==> src/rtl/cpu_types_pkg.sv <==
// rtl/cpu_types_pkg.sv - shared CPU/memory types: data word, RAM handshake state, arbiter state
package cpu_types_pkg;

  localparam int WORD_W = 32;

  typedef logic [WORD_W-1:0] word_t;

  typedef enum logic [1:0] {
    FREE   = 2'd0,
    BUSY   = 2'd1,
    ACCESS = 2'd2,
    ERROR  = 2'd3
  } ramstate_t;

  typedef enum logic [1:0] {
    IDLE  = 2'd0,
    OWN   = 2'd1,
    DRAIN = 2'd2
  } arb_state_t;

endpackage

==> src/rtl/rr_picker.sv <==
// rtl/rr_picker.sv - combinational round-robin pick: first pending index at or after ptr, with wrap
module rr_picker #(
  parameter int NREQ = 4,
  parameter int IW   = (NREQ > 1) ? $clog2(NREQ) : 1
) (
  input  logic [NREQ-1:0] pending_i,
  input  logic [IW-1:0]   ptr_i,
  output logic [NREQ-1:0] grant_oh_o,
  output logic [IW-1:0]   grant_idx_o,
  output logic            any_o
);

  always_comb begin
    logic [IW-1:0] idx;
    int            j;
    grant_oh_o  = '0;
    grant_idx_o = '0;
    any_o       = 1'b0;
    idx         = '0;
    j           = 0;
    for (int k = 0; k < NREQ; k++) begin
      j = int'(ptr_i) + k;
      if (j >= NREQ) begin
        j = j - NREQ;
      end
      idx = IW'(j);
      if (!any_o && pending_i[idx]) begin
        any_o           = 1'b1;
        grant_idx_o     = idx;
        grant_oh_o[idx] = 1'b1;
      end
    end
  end

endmodule

==> src/rtl/ram_request_arbiter.sv <==
// rtl/ram_request_arbiter.sv - round-robin owner of the single RAM port with a per-grant beat limit
module ram_request_arbiter
  import cpu_types_pkg::*;
#(
  parameter int NREQ     = 4,
  parameter int MAXBEATS = 8,
  localparam int IW      = (NREQ > 1) ? $clog2(NREQ) : 1,
  localparam int BW      = $clog2(MAXBEATS + 1)
) (
  input  logic            CLK,
  input  logic            nRST,
  input  logic [NREQ-1:0] req_ren,
  input  logic [NREQ-1:0] req_wen,
  input  word_t           req_addr  [NREQ],
  input  word_t           req_store [NREQ],
  output logic [NREQ-1:0] req_wait,
  output word_t           req_load,
  output word_t           ramaddr,
  output word_t           ramstore,
  output logic            ramREN,
  output logic            ramWEN,
  input  ramstate_t       ramstate,
  input  word_t           ramload,
  output logic [IW-1:0]   grant_id,
  output logic            busy
);

  arb_state_t      state_q;
  logic [IW-1:0]   rr_ptr_q;
  logic [IW-1:0]   owner_q;
  logic [BW-1:0]   beats_q;
  logic            busy_q;

  logic [NREQ-1:0] pending;
  logic [NREQ-1:0] others_pending;
  logic [NREQ-1:0] unused_pick_oh;
  logic [IW-1:0]   pick_idx;
  logic            pick_any;
  logic [IW-1:0]   next_ptr;
  logic            is_access;
  logic            limit_beat;
  logic            release_own;
  logic            preempt_own;

  assign pending        = req_ren | req_wen;
  assign others_pending = pending & ~(NREQ'(1) << owner_q);
  assign is_access      = (ramstate == ACCESS);
  assign next_ptr       = (owner_q == IW'(NREQ - 1)) ? '0 : owner_q + 1'b1;

  // >= rather than == so an owner already saturated while alone still yields once others arrive
  assign limit_beat  = (beats_q >= BW'(MAXBEATS - 1));
  assign release_own = !pending[owner_q];
  assign preempt_own = is_access && limit_beat && (|others_pending);

  rr_picker #(
    .NREQ (NREQ),
    .IW   (IW)
  ) u_rr_picker (
    .pending_i   (pending),
    .ptr_i       (rr_ptr_q),
    .grant_oh_o  (unused_pick_oh),
    .grant_idx_o (pick_idx),
    .any_o       (pick_any)
  );

  always_ff @(posedge CLK or negedge nRST) begin
    if (!nRST) begin
      state_q  <= IDLE;
      rr_ptr_q <= '0;
      owner_q  <= '0;
      beats_q  <= '0;
      busy_q   <= 1'b0;
    end else begin
      unique case (state_q)
        IDLE: begin
          if (pick_any) begin
            owner_q <= pick_idx;
            beats_q <= '0;
            state_q <= OWN;
            busy_q  <= 1'b1;
          end
        end
        OWN: begin
          if (is_access && (beats_q != BW'(MAXBEATS))) begin
            beats_q <= beats_q + 1'b1;
          end
          if (release_own || preempt_own) begin
            state_q  <= DRAIN;
            rr_ptr_q <= next_ptr;
          end
        end
        DRAIN: begin
          if (ramstate == FREE) begin
            state_q <= IDLE;
            busy_q  <= 1'b0;
          end
        end
        default: begin
          state_q <= IDLE;
          busy_q  <= 1'b0;
        end
      endcase
    end
  end

  // RAM side follows the registered owner, so enables drop with the async reset of state_q
  always_comb begin
    ramaddr  = '0;
    ramstore = '0;
    ramREN   = 1'b0;
    ramWEN   = 1'b0;
    req_wait = '1;
    if (state_q == OWN) begin
      ramaddr           = req_addr[owner_q];
      ramstore          = req_store[owner_q];
      ramWEN            = req_wen[owner_q];
      ramREN            = req_ren[owner_q] & ~req_wen[owner_q];
      req_wait[owner_q] = !is_access;
    end
  end

  assign req_load = ramload;
  assign grant_id = owner_q;
  assign busy     = busy_q;

endmodule

==> config.mk <==
export PLATFORM = sky130hd
export DESIGN_NAME = ram_request_arbiter
export DESIGN_NICKNAME = d
export VERILOG_FILES = /design/src/rtl/cpu_types_pkg.sv /design/src/rtl/rr_picker.sv /design/src/rtl/ram_request_arbiter.sv
export SDC_FILE = /design/constraint.sdc
export NUM_CORES = 1
export LEC_CHECK = 0
export ABC_CLOCK_PERIOD_IN_PS = 2020
export CAP_MARGIN = 20
export CORE_AREA = 2 2 158 160
export DETAILED_ROUTE_END_ITERATION = 8
export DIE_AREA = 0 0 160 162
export GPL_ROUTABILITY_DRIVEN = 0
export PLACE_DENSITY_LB_ADDON = 0.12
export REMOVE_ABC_BUFFERS = 1
export SLEW_MARGIN = 40
export SYNTH_ARGS = -nofsm -noshare
export SYNTH_HDL_FRONTEND = slang
export SYNTH_SLANG_ARGS = --single-unit
==> constraint.sdc <==
create_clock -name CLK -period 2.02 [get_ports CLK]
set_input_delay 0.404 -clock CLK [delete_from_list [all_inputs] [get_ports CLK]]
set_output_delay 0.404 -clock CLK [all_outputs]
set_load 0.005 [all_outputs]
==> results.json <==
{
  "start_util_pct": 12.6,
  "outcome": "complete, but fails checks",
  "slowest_stage": "dfrtp_4",
  "timing.final.ws_setup_ns": -0.230,
  "num_vias": 3795,
  "critical_path_class": "reg2out",
  "grtUsageTotal_pct": 15.2,
  "min_from": "busy$_DFFE_PN0P_",
  "clk_latency_ns": 0.24,
  "drc_errors": 0,
  "hold_viol": 0,
  "h-tree-depth": 1,
  "grt_setup_unrepaired": "true",
  "clock-sinks": 11,
  "avgSynthCellArea_um2": 11.1,
  "finalWirelength_mm": 20.6,
  "rr_worst_depth": 9,
  "core.rowCount": 57,
  "cp_cell_sequence": "buf_12, buf_12, buf_6, mux4_2, and2_4, buf_6",
  "antenna_found_initial": 3,
  "numCtsBuffers": 3,
  "hold_buffers": 0,
  "place_hpwl_mm": 17.1,
  "antenna_left": 0,
  "ys_async_sr_fraction_pct": 100,
  "yosys_warnings": 0,
  "dieArea_um2": 25900,
  "tritoncts": "done",
  "cts-root-buf": "clkbuf_16",
  "p_per_area_nw_per_um2": 1060,
  "worstSetupStartpointType": "flop",
  "synth-edff-count": 0,
  "cp_max_fo": 5,
  "drv_slew": 0,
  "setup_viol": 67,
  "final_core_utilization_pct": 31.1,
  "die_x_um": 160,
  "wl_per_cell_um": 21.7,
  "syn_to_final_growth_pct": 146,
  "drtIter0Drc": 228,
  "synth-main-ff-cell": "dfrtp_1",
  "synth_area_leaders": "mux4_2 49%, and2_1 14%, dfrtp_1 9.0%",
  "timing.rr.end": "rr_ptr_q[1]$_DFFE_PN0P_",
  "yosysMostFrequentCell": "and2_1",
  "r2r-start": "grant_id[0]$_DFFE_PN0P_",
  "peakVddDrop_v": 0.000511,
  "viasPerCell": 4.00,
  "critPathArrivalTime_ns": 1.85,
  "io_buffers": 340,
  "cts.clk_slew.worst_paths_ns": 0.04,
  "gr-total-overflow": 0,
  "synth.top_cell.area_share_pct": 48.8,
  "grtUsageMet1_pct": 19.5,
  "syn_area_um2": 3050,
  "grt_pass1_vias": 4213,
  "use_met2_pct": 25.9,
  "max_cap_violations": 0,
  "max_stage_delay_ns": 0.49,
  "period_minus_slack_ns": 2.25,
  "grtUsageMet3_pct": 5.16,
  "min_path_cells": 2,
  "grt_pass1_wl_mm": 29.0,
  "cp-end-kind": "output pin",
  "min_to": "busy$_DFFE_PN0P_",
  "die_y_um": 162,
  "synth-seq-cells": 11,
  "yosysSeqAreaShare_pct": 9.03,
  "drive_gt1_share_pct": 41.9,
  "violations": "setup timing",
  "fin_worst_skew_ns": 0.00619,
  "ios": 405,
  "grt_max_degree": 40,
  "fmax_ghz": 0.444,
  "required_ns": 1.62,
  "yosysTopAreaCell": "mux4_2",
  "dr.pass1.iters": 4,
  "layoutNonFillerInstCount": 948,
  "ys_types": 37,
  "p_leak_nw": 2.94,
  "reg2reg_slack_ns": 0.02,
  "core_um2": 24100,
  "synthCells": 274,
  "fin_setup_tns_ns": -9.71,
  "synthTopCellsByCount": "67 x and2_1, 66 x mux4_2, 32 x buf_4",
  "cts.path.max_buffers": 2,
  "nets": 930,
  "slew_headroom_pct": 64.0,
  "fillers": 2511,
  "hold_class": "reg2reg",
  "finalCritPeriodShare_pct": 111,
  "place_inst": 911,
  "worst_slew_pin_slew_ns": 0.539,
  "power_mw": 7.96,
  "top_usage_layer": "met2"
}
[layer usage]
| layer | up-vias | wire length (µm) |
|---|---|---|
| met1 | 1871 | 8710 |
| met2 | 197 | 9950 |
| met5 | - | 130 |
| met4 | 4 | 95 |
| li1 | 1715 | - |
| met3 | 8 | 1720 |
[layout by cell type (no fill, tap or decap), types with 7 or more instances in the layout]
cell type        netlist  final
buf_4                 32     29
buf_12                 0     16
dfrtp_1               11      9
nor2_1                 7      7
buf_2                  9     22
clkdlybuf4s50_1        0    262
and2_4                 0     44
buf_6                  2     57
and2_1                67     23
nand2_1               14     14
mux4_2                66     66
dlygate4sd2_1          0      9
[critical path, delay by kind of cell, from the launching register on]
family | cells | cell delay, ns
buffers and inverters | 4 | 0.53
DFF | 1 | 0.49
muxes | 1 | 0.44
and+or+nand+nor | 1 | 0.16
[registers in the layout, summed over array words and instances (netlist names)]
name      cells
grant_id      2
beats_q       4
state_q       2
busy          1
rr_ptr_q      2
[report_power, final]
group	switching (mW)	internal, mW
sequential	0.0877	0.309
combinational	2.51	4.69
clock	0.0979	0.262
total	2.70	5.26
[how the worst max path moves through the flow]
| stage | startpoint | end | slack (ns) | cells after the start |
|---|---|---|---|---|
| finish | grant_id[0]$_DFFE_PN0P_ | ramaddr[18] | -0.23 | 6 |
| floorplan | grant_id[0]$_DFFE_PN0P_ | rr_ptr_q[0]$_DFFE_PN0P_ | -2.23 | 6 |
| detailed placement | req_store[89] | ramstore[25] | -0.46 | 4 |
| global placement | req_store[89] | ramstore[25] | -0.46 | 4 |
| CTS | grant_id[0]$_DFFE_PN0P_ | ramstore[24] | -0.25 | 6 |
| global route | grant_id[0]$_DFFE_PN0P_ | ramaddr[27] | -0.28 | 6 |
[repair_timing]
action | CTS | global route
pin swaps | 61 | 5
setup endpoints to repair | 72 | 75
setup buffers | 28 | 3
gates resized for setup | 366 | 50
gates cloned | 6 | 0
[cell type report]
type | count | area [µm²] | area share, %
Timing Repair Buffer | 403 | 4140 | 55.1
Multi-Input combinational cell | 199 | 2570 | 34.2
Tap cell | 324 | 405 | 5.40
Sequential cell | 11 | 283 | 3.77
Clock buffer | 3 | 75.1 | 1.00
Inverter | 6 | 27.5 | 0.367
Clock inverter | 1 | 5.00 | 0.0667
Antenna cell | 1 | 2.50 | 0.0333
[per-stage QoR]
stage	instance area [µm²]	setup slack [ns]	hold WS (ns)
after global placement	6820	-0.455	0.487
after detailed placement	6820	-0.461	0.478
after floorplan	2660	-2.23	0.108
after CTS	7330	-0.248	0.501
after global routing	7500	-0.279	0.542
final	7500	-0.230	0.497
[kinds of logic (layout without fill, tap and decap cells)]
logic type,Yosys count,count (layout),share of synthesized area [%]
AO/OA/AOI/OAI,23,23,5.46
XOR/XNOR,2,2,0.575
adder cells (fa/ha/maj),6,6,2.46
buffers and inverters,64,413,13.4
flip-flops,11,11,9.03
multiplexers,69,69,50.4
other,0,1,0
AND/OR/NAND/NOR,99,99,18.7
Power figures use the tool's default switching activity.
